--- config.mk ---
export PLATFORM = sky130hd
export DESIGN_NAME = facto_core_param
export DESIGN_NICKNAME = d
export VERILOG_FILES = /design/src/rtl/facto_pkg.sv /design/src/rtl/facto_shift_mul.sv /design/src/rtl/facto_core_param.sv
export SDC_FILE = /design/constraint.sdc
export NUM_CORES = 2
export LEC_CHECK = 0
export CAP_MARGIN = 10
export CORE_UTILIZATION = 45
export CTS_CLUSTER_DIAMETER = 80
export DETAILED_ROUTE_END_ITERATION = 6
export HOLD_SLACK_MARGIN = 0.06
export PLACE_DENSITY = 0.76
export SYNTH_ARGS = -nofsm -noshare
export SYNTH_HDL_FRONTEND = slang
export SYNTH_SLANG_ARGS = --single-unit
export TNS_END_PERCENT = 1
--- constraint.sdc ---
create_clock -name clk -period 4.3 [get_ports clk]
set_input_delay 0.43 -clock clk [delete_from_list [all_inputs] [get_ports clk]]
set_output_delay 0.43 -clock clk [all_outputs]
set_load 0.01 [all_outputs]
--- src/rtl/facto_pkg.sv ---
//------------------------------------------------------------------------------
// Module  : facto_pkg
// Brief   : Shared constants for the factorial accelerator: register word
//           indices, CTRL/STATUS bit positions and FSM state encoding.
// Revision: 1.0 - initial parametrised release
//------------------------------------------------------------------------------
`default_nettype none

package facto_pkg;

  // Register word indices (s_addr[7:3])
  localparam logic [4:0] C_REG_CTRL     = 5'd0;
  localparam logic [4:0] C_REG_STATUS   = 5'd1;
  localparam logic [4:0] C_REG_INTR_EN  = 5'd2;
  localparam logic [4:0] C_REG_OPERAND  = 5'd3;
  localparam logic [4:0] C_REG_RESULT_H = 5'd4;
  localparam logic [4:0] C_REG_RESULT_L = 5'd5;
  localparam logic [4:0] C_REG_CYCLES   = 5'd6;

  // CTRL bit positions
  localparam int C_CTRL_START = 0;
  localparam int C_CTRL_CLEAR = 1;

  // STATUS bit positions
  localparam int C_STAT_DONE = 0;
  localparam int C_STAT_BUSY = 1;
  localparam int C_STAT_OVF  = 2;

  // Sequencer states
  typedef enum logic [1:0] {
    ST_IDLE = 2'd0,
    ST_LOAD = 2'd1,
    ST_MUL  = 2'd2,
    ST_DONE = 2'd3
  } facto_state_e;

endpackage : facto_pkg

`default_nettype wire

--- src/rtl/facto_shift_mul.sv ---
//------------------------------------------------------------------------------
// Module  : facto_shift_mul
// Brief   : Shift-add multiplier, 2*OP_W x OP_W -> 3*OP_W, retiring MUL_BITS
//           multiplier bits per cycle. The first digit is consumed in the
//           start cycle so the done pulse lands OP_W/MUL_BITS cycles after
//           start (start cycle counted as cycle 1 of OP_W/MUL_BITS+1).
// Revision: 1.0 - initial parametrised release
//------------------------------------------------------------------------------
`default_nettype none

module facto_shift_mul
  import facto_pkg::*;
#(
  parameter int OP_W     = 64,
  parameter int MUL_BITS = 1
) (
  input  logic                clk,
  input  logic                reset_n,
  input  logic                mul_start,
  input  logic                mul_abort,
  input  logic [2*OP_W-1:0]   multiplicand,
  input  logic [OP_W-1:0]     multiplier,
  output logic [3*OP_W-1:0]   product,
  output logic                mul_done
);

  localparam int C_STEPS  = OP_W / MUL_BITS;
  localparam int C_CNT_W  = $clog2(C_STEPS + 1);
  localparam int C_PROD_W = 3 * OP_W;

  logic                 r_busy;
  logic                 r_done;
  logic [C_CNT_W-1:0]   r_cnt;
  logic [C_PROD_W-1:0]  r_acc;
  logic [C_PROD_W-1:0]  r_mcand;
  logic [OP_W-1:0]      r_mplier;

  logic [C_PROD_W-1:0]  w_mcand_ext;
  logic [C_PROD_W-1:0]  w_first;
  logic [C_PROD_W-1:0]  w_step;

  // Partial product of a shifted multiplicand and one MUL_BITS-wide digit
  function automatic logic [C_PROD_W-1:0] f_partial(
    input logic [C_PROD_W-1:0] mcand,
    input logic [MUL_BITS-1:0] digit
  );
    logic [C_PROD_W-1:0] sum;
    sum = '0;
    for (int b = 0; b < MUL_BITS; b++) begin
      if (digit[b]) begin
        sum = sum + (mcand << b);
      end
    end
    return sum;
  endfunction

  assign w_mcand_ext = {{OP_W{1'b0}}, multiplicand};
  assign w_first     = f_partial(w_mcand_ext, multiplier[MUL_BITS-1:0]);
  assign w_step      = f_partial(r_mcand, r_mplier[MUL_BITS-1:0]);

  assign product  = r_acc;
  assign mul_done = r_done;

  // Shift-add datapath: load with the first digit on start, then one digit
  // per cycle; abort drops back to idle on the next edge
  always_ff @(posedge clk or negedge reset_n) begin
    if (!reset_n) begin
      r_busy   <= 1'b0;
      r_done   <= 1'b0;
      r_cnt    <= '0;
      r_acc    <= '0;
      r_mcand  <= '0;
      r_mplier <= '0;
    end else begin
      r_done <= 1'b0;
      if (mul_abort) begin
        r_busy <= 1'b0;
        r_cnt  <= '0;
      end else if (mul_start) begin
        r_busy   <= 1'b1;
        r_acc    <= w_first;
        r_mcand  <= w_mcand_ext << MUL_BITS;
        r_mplier <= multiplier >> MUL_BITS;
        r_cnt    <= C_CNT_W'(C_STEPS - 1);
      end else if (r_busy) begin
        r_acc    <= r_acc + w_step;
        r_mcand  <= r_mcand << MUL_BITS;
        r_mplier <= r_mplier >> MUL_BITS;
        r_cnt    <= r_cnt - 1'b1;
        if (r_cnt == C_CNT_W'(1)) begin
          r_busy <= 1'b0;
          r_done <= 1'b1;
        end
      end
    end
  end

endmodule : facto_shift_mul

`default_nettype wire

--- src/rtl/facto_core_param.sv ---
//------------------------------------------------------------------------------
// Module  : facto_core_param
// Brief   : Memory-mapped factorial accelerator on the 64-bit slave bus.
//           Computes n! of an OP_W-bit operand into a 2*OP_W-bit accumulator
//           with overflow detection, busy status, abort and level interrupt.
//           Optional CYCLES counter at word 6 when FACTO_CYCLE_CNT_EN is
//           defined; otherwise word 6 reads 0.
// Revision: 1.0 - initial parametrised release
//------------------------------------------------------------------------------
`default_nettype none

module facto_core_param
  import facto_pkg::*;
#(
  parameter int OP_W     = 64,
  parameter int MUL_BITS = 1
) (
  input  logic        clk,
  input  logic        reset_n,
  input  logic        s_sel,
  input  logic        s_wr,
  input  logic [15:0] s_addr,
  input  logic [63:0] s_din,
  output logic [63:0] s_dout,
  output logic        interrupt
);

  localparam logic [2*OP_W-1:0] C_ACC_ONE = (2*OP_W)'(1);

  facto_state_e          r_state;
  logic [OP_W-1:0]       r_k;
  logic [2*OP_W-1:0]     r_acc;
  logic                  r_done;
  logic                  r_ovf;
  logic                  r_mul_start;
  logic                  r_intr_en;
  logic [OP_W-1:0]       r_operand;

  logic [4:0]            w_word;
  logic                  w_wr;
  logic                  w_ctrl_wr;
  logic                  w_start;
  logic                  w_clear;
  logic                  w_busy;
  logic [2:0]            w_status;
  logic [63:0]           w_rdata;
  logic [31:0]           w_cycles;
  logic [3*OP_W-1:0]     w_product;
  logic                  w_mul_done;
  logic                  w_unused_bus;

  // Byte-lane and high address bits carry no information for this slave
  assign w_unused_bus = ^{s_addr[15:8], s_addr[2:0], s_din};

  assign w_word    = s_addr[7:3];
  assign w_wr      = s_sel & s_wr;
  assign w_ctrl_wr = w_wr & (w_word == C_REG_CTRL);
  // Clear has priority: a combined start+clear write only clears
  assign w_clear   = w_ctrl_wr & s_din[C_CTRL_CLEAR];
  assign w_start   = w_ctrl_wr & s_din[C_CTRL_START] & ~s_din[C_CTRL_CLEAR];
  assign w_busy    = (r_state == ST_LOAD) || (r_state == ST_MUL);
  assign interrupt = r_done & r_intr_en;

  facto_shift_mul #(
    .OP_W     (OP_W),
    .MUL_BITS (MUL_BITS)
  ) u_mul (
    .clk          (clk),
    .reset_n      (reset_n),
    .mul_start    (r_mul_start),
    .mul_abort    (w_clear),
    .multiplicand (r_acc),
    .multiplier   (r_k),
    .product      (w_product),
    .mul_done     (w_mul_done)
  );

  // Sequencer: latch k, multiply ACC by k down to 2, stop early on overflow
  always_ff @(posedge clk or negedge reset_n) begin
    if (!reset_n) begin
      r_state     <= ST_IDLE;
      r_k         <= '0;
      r_acc       <= C_ACC_ONE;
      r_done      <= 1'b0;
      r_ovf       <= 1'b0;
      r_mul_start <= 1'b0;
    end else if (w_clear) begin
      r_state     <= ST_IDLE;
      r_acc       <= C_ACC_ONE;
      r_done      <= 1'b0;
      r_ovf       <= 1'b0;
      r_mul_start <= 1'b0;
    end else begin
      case (r_state)
        ST_IDLE: begin
          if (w_start) begin
            r_k     <= r_operand;
            r_acc   <= C_ACC_ONE;
            r_done  <= 1'b0;
            r_ovf   <= 1'b0;
            r_state <= ST_LOAD;
          end
        end
        ST_LOAD: begin
          if (r_k <= OP_W'(1)) begin
            r_done  <= 1'b1;
            r_state <= ST_DONE;
          end else begin
            r_mul_start <= 1'b1;
            r_state     <= ST_MUL;
          end
        end
        ST_MUL: begin
          r_mul_start <= 1'b0;
          if (w_mul_done) begin
            if (w_product[3*OP_W-1:2*OP_W] != '0) begin
              // Keep the last in-range accumulator value
              r_ovf   <= 1'b1;
              r_done  <= 1'b1;
              r_state <= ST_DONE;
            end else begin
              r_acc   <= w_product[2*OP_W-1:0];
              r_k     <= r_k - 1'b1;
              r_state <= ST_LOAD;
            end
          end
        end
        ST_DONE: begin
          r_done <= 1'b1;
        end
        default: begin
          r_state <= ST_IDLE;
        end
      endcase
    end
  end

`ifdef FACTO_CYCLE_CNT_EN
  logic [31:0] r_cycles;

  // Busy-cycle counter: zeroed on accepted start or clear, saturating
  always_ff @(posedge clk or negedge reset_n) begin
    if (!reset_n) begin
      r_cycles <= '0;
    end else if (w_clear || (w_start && (r_state == ST_IDLE))) begin
      r_cycles <= '0;
    end else if (w_busy && (r_cycles != '1)) begin
      r_cycles <= r_cycles + 1'b1;
    end
  end

  assign w_cycles = r_cycles;
`else
  assign w_cycles = '0;
`endif

  // STATUS word assembled from bit-position constants
  always_comb begin
    w_status              = '0;
    w_status[C_STAT_DONE] = r_done;
    w_status[C_STAT_BUSY] = w_busy;
    w_status[C_STAT_OVF]  = r_ovf;
  end

  // Read mux; CTRL and unmapped words return zero
  always_comb begin
    w_rdata = '0;
    case (w_word)
      C_REG_STATUS:   w_rdata = 64'(w_status);
      C_REG_INTR_EN:  w_rdata = 64'(r_intr_en);
      C_REG_OPERAND:  w_rdata = 64'(r_operand);
      C_REG_RESULT_H: w_rdata = 64'(r_acc[2*OP_W-1:OP_W]);
      C_REG_RESULT_L: w_rdata = 64'(r_acc[OP_W-1:0]);
      C_REG_CYCLES:   w_rdata = 64'(w_cycles);
      default:        w_rdata = '0;
    endcase
  end

  // Bus-writable registers and registered read data
  always_ff @(posedge clk or negedge reset_n) begin
    if (!reset_n) begin
      r_intr_en <= 1'b0;
      r_operand <= '0;
      s_dout    <= '0;
    end else begin
      if (w_wr && (w_word == C_REG_INTR_EN)) begin
        r_intr_en <= s_din[0];
      end
      if (w_wr && (w_word == C_REG_OPERAND)) begin
        r_operand <= s_din[OP_W-1:0];
      end
      if (s_sel && !s_wr) begin
        s_dout <= w_rdata;
      end else begin
        s_dout <= '0;
      end
    end
  end

endmodule : facto_core_param

`default_nettype wire

==> results.md <==
Synthesis:
- The xor and xnor area share after synthesis is 3.36%.
- The count of flip-flops with a built-in enable after synthesis is 0.
- Counting flops and latches in the post-synthesis netlist gives 781.
- The post-synthesis area per instance is 8.65 um^2.
- The cell count after synthesis came out at 5572.
- The synthesized-area fraction occupied by ao, oa, aoi and oai cells is 27.9%.
- Sequential cells were found to cover 40.6% of the synthesized design area.
- The multiplexer share of the synthesized area is 2.93%.
- The dominant register cell in the synthesized netlist is dfrtp_1.
- The cell area that synthesis handed to floorplanning was 48200 um^2.
- The simple-gate portion of the synthesized area is 16.2%.
- Synthesis produced a netlist with a net count of 5855.
- The adder-cell share of the synthesized area is 5.18%.
- The dominant combinational cell family by area after synthesis is compound AO/OA/AOI/OAI gates.
- The share of synthesized registers carrying an async set or reset is 100%.
- The count of cell types in the netlist is 84.
- Yosys printed 0 warnings.

Min path:
- The tightest min-delay check is of the input port to register type.
- The startpoint identified for the worst hold timing path is s_din[8].

Routing:
- Dividing the detail-routed wire length by the instance count gives 23.5 um.
- Detailed routing inserted a total of 48200 vias.
- The number of detailed-routing iterations run before antenna repair is 7.
- The post-detailed-route via-to-cell ratio is 6.37.
- For this run, design rule violations remaining after detail routing come to 59.
- The number of nets still failing antenna checks after routing is 0.
- The initial DRC count is 5367.
- Wires add up to 178000 um.

Clock tree:
- The insertion delay to the later sink of the worst-skew pair is 700 ps.
- The longest clock path from root to sink contains 3 buffers.
- The buffer cell driving the clock tree root is clkbuf_16.
- Buffers inserted during clock tree synthesis total 89.
- The clock-pin slew of the registers on the worst-case setup and hold paths is 60 ps.
- The clock drives 781 sinks.
- TritonCTS built the clock tree.
- The H-tree generated during clock tree synthesis spans 3 levels.

GRT:
- The number of antenna violations at the first check in global routing was 8.
- The first global-routing pass estimated 275000 um of wire.
- Global routing finished with a remaining overflow of 0.
- The total global routing track utilization is 32.3%.
- The number of global-route vias before repair came to 46500.
- Entering global routing, the biggest net connects 155 pins.

Final layout:
- In the final layout, the share of cells above drive strength 1 is 18.4%.
- The post-layout net count is 6387.
- The fill cell instance count of the final layout is 9295.
- The finished layout holds 7571 standard cells, fillers aside.
- The area added between synthesis and finish is 23.7%.

Timing:
- Setup repair after global routing could not meet its margin everywhere.
- The final-report hold violation count is 0.
- The period utilization is 105%.
- The fmax is 222 MHz.
- The tightest slew margin relative to the limit is 27.3%.
- Setup violations remaining at the end of the flow were counted as 30.
- The setup slack of the critical path after layout is -202 ps.
- For the pin with the worst max-slew slack, the measured transition is 1090 ps.
- For the final routed database, the setup TNS stands at -2430 ps.
- The worst clock skew is 68.8 ps.
- The clock period minus worst slack is 4500 ps.
- The number of pins with negative max-slew slack in the final report is 0.

Critical path:
- For the worst setup path, the data required time is 4800 ps.
- The critical path starts at u_mul.r_mplier[0]$_DFFE_PN0P_.
- The startpoint class of the critical path is a register.
- The worst-path cell with the longest stage delay is dfrtp_4.
- The kind of critical path is register to register.
- The highest fanout seen on the critical path is 10.
- In this design, the stage delay of the slowest critical-path cell is 540 ps.
- The combined buffer and inverter count along the critical path is 5.
- The kind of end point of the critical path is a register.
- The cell family contributing the most delay on the critical path is compound AO/OA/AOI/OAI gates.
- STA puts the critical path data arrival time at 5000 ps.
- The reg-to-reg startpoint is u_mul.r_mplier[0]$_DFFE_PN0P_.
- The critical path goes through buf_12 -> buf_16 -> and2_1 -> ha_1 -> a21oi_1 -> o21ai_1 -> buf_4 -> a21oi_2 -> o32ai_2 -> buf_4 -> o211ai_1 -> a31oi_4 -> nor3_4 -> buf_6 -> o21ai_2 -> a211o_4 -> a21oi_2 -> xor2_1 -> o21ai_1.

Run:
- The total of max-cap violations is 0.

Floorplan:
- The die is 329 um wide.
- The die footprint is 108000 um^2.
- The number of core rows is 119.
- The vertical extent of the die is 329 um.
- Pin placement for this block handled 149 I/O pins.
- The region available for standard cell placement spans 106000 um^2.
- The starting density of the core is 45.6%.

Place:
- Prior to clock tree synthesis, the placed netlist has a worst setup slack of -751 ps.
- The count of port buffers added during placement is 137.
- The number of cells in the design after placement is 7390.
- Once detailed placement completed, the half-perimeter wirelength came to 130000 um.
- The global placer's final weighted congestion is 1.01.

Power and ir drop:
- IR analysis of the VDD net gives a maximum drop of 0.571 mV.
- In this run the power density over the cells is 570 nW/um^2.
- The overall power after layout is 34.0 mW.
- The static power due to leakage is 26.1 nW.

Outcome:
- The checks that failed: DRC, setup timing.
- The run finished, with violations left.
-- cell families (layout without fill, tap and decap cells) --
| logic type | after synthesis | in the layout |
|---|---|---|
| AOI/OAI and AO/OA | 2146 | 2146 |
| buffers and inverters | 498 | 1101 |
| and+or+nand+nor | 1630 | 1630 |
| adders and majority gates | 199 | 199 |
| DFF | 781 | 781 |
| muxes | 133 | 133 |
| other | 0 | 5 |
| xor gates and xnor gates | 185 | 185 |
-- worst reg2reg max path: cells and delay by family, from the launching register on --
family	cells	cell delay (ps)
AOI/OAI and AO/OA	10	2020
buffers and inverters	5	810
DFF	1	540
and+or+nand+nor	2	480
adders and majority gates	1	300
xor gates and xnor gates	1	170
-- cells in the mapped netlist (5+ instances only) --
master      n  area, um^2
nand2b_1   33         206
buf_2       7        35.0
nor2_1    366        1370
nor4_1     57         357
xor2_1     80         701
a21o_1     94         706
or2_2      14        87.6
o21ai_0   513        2570
a21oi_1   619        3100
inv_1      80         300
a31oi_1    38         238
o211ai_1   22         165
and3_1     32         200
or3_1      19         119
and2_1    201        1260
a221oi_1   14         123
a221o_1     7        70.1
o21a_1     24         180
nand2_1   587        2200
mux2_2     64         721
and4_1      5        43.8
nand4b_1    5        43.8
a21boi_0   22         165
a31o_2      7        61.3
nand4_1   124         776
or4_1      10        75.1
mux2i_1    69         691
a222oi_1   62         621
o31ai_1    17         128
ha_1      198        2480
o32ai_1     6        52.6
o22ai_1   275        1720
a32oi_1     5        43.8
a22oi_1    84         631
a22o_1    194        1700
o21bai_1   64         480
a211oi_1   19         143
buf_1      21        78.8
nor2b_1    14        87.6
o221ai_1    7        61.3
xnor2_1   105         920
nor3_1     77         385
nand3_1    62         310
dfrtp_1   780       19500
clkbuf_1  388        1460
-- sequential cells by signal (all words and copies together), names as in the netlist, 7 cells and up --
name	flops
u_mul.product	192
r_acc	128
r_k	64
r_operand	64
u_mul.r_mplier	63
u_mul.r_cnt	7
u_mul.r_mcand	191
s_dout	64
-- cell type report --
cell class,instances,area (um^2),share of cell area (%)
clock inverters,32,382,0.640
repair buffers,858,7220,12.1
flip-flops and latches,781,19600,32.8
multi-input cells,4293,27800,46.7
inverters,81,309,0.518
well taps,1391,1740,2.92
clock buffers,130,2550,4.28
diodes,5,12.5,0.0210
-- path summary, 6_finish.rpt --
| check | endpoint | slack [ps] | cells after the start |
|---|---|---|---|
| worst max register to register | u_mul.product[182]$_DFFE_PN0P_ | -200 | 19 |
| worst min register to register | u_mul.r_mcand[186]$_DFFE_PN0P_ | 470 | 1 |
| min in group asynchronous | u_mul.r_mplier[12]$_DFFE_PN0P_ | 410 | 2 |
| worst min-delay path | r_operand[8]$_DFFE_PN0P_ | 340 | 2 |
| max in group asynchronous | r_acc[96]$_DFFE_PN0P_ | 2620 | 3 |
| worst max-delay path | u_mul.product[182]$_DFFE_PN0P_ | -200 | 19 |
-- per-layer routing --
| metal | share of wire, % | global-route usage (%) | routed length (um) |
|---|---|---|---|
| met1 | 41 | 43.6 | 73600 |
| met2 | 45 | 50.4 | 80200 |
| met3 | 9.3 | 6.68 | 16500 |
| met4 | 4.4 | 13.5 | 7850 |
| met5 | 0.021 | 0 | 37 |
-- where the power goes --
| part | switching, mW | leakage (nW) | internal (mW) |
|---|---|---|---|
| Combinational | 8.03 | 14.2 | 5.80 |
| Sequential | 2.89 | 10.4 | 9.56 |
| Clock | 3.29 | 1.44 | 4.39 |
| Total | 14.2 | 26.1 | 19.8 |
-- per-stage QoR --
step / cell area (um^2) / util, % / hold slack, ps
5_1_grt: 59600 / 56.4 / 342
2_1_floorplan: 48200 / - / 134
3_5_place_dp: 55500 / 52.5 / 474
3_3_place_gp: 55500 / 52.5 / 461
6_report: 59600 / 56.4 / 344
4_1_cts: 58900 / 55.7 / 309
-- cell usage in the layout (no fill, tap or decap), types with 19 or more instances in the layout --
cell type / n
dfrtp_1: 777
clkdlybuf4s50_1: 136
nand4_1: 124
o211ai_1: 22
a22o_1: 194
mux2i_1: 69
a21o_1: 94
o21a_1: 23
and2_1: 196
and3_1: 32
buf_12: 28
o21ai_0: 465
buf_4: 684
ha_1: 181
clkbuf_1: 25
a222oi_1: 62
xor2_1: 80
nor2_1: 350
a21oi_2: 38
a31oi_1: 34
o22ai_1: 275
clkbuf_16: 90
nor3_1: 65
xnor2_1: 103
nor4_1: 50
a22oi_1: 83
a21boi_0: 19
nand2_1: 577
nand2b_1: 31
inv_1: 80
mux2_2: 64
o21bai_1: 62
nand3_1: 60
a21oi_1: 577
o21ai_1: 42
-- timing repair --
action,CTS,global route
buffers inserted,5,7
hold buffers,1,0
hold endpoints to repair,89,0
pin swaps,27,30
setup endpoints to repair,55,101
resized for setup,89,146
gates cloned,3,0
Note: power is estimated with default switching activity, not from simulation.
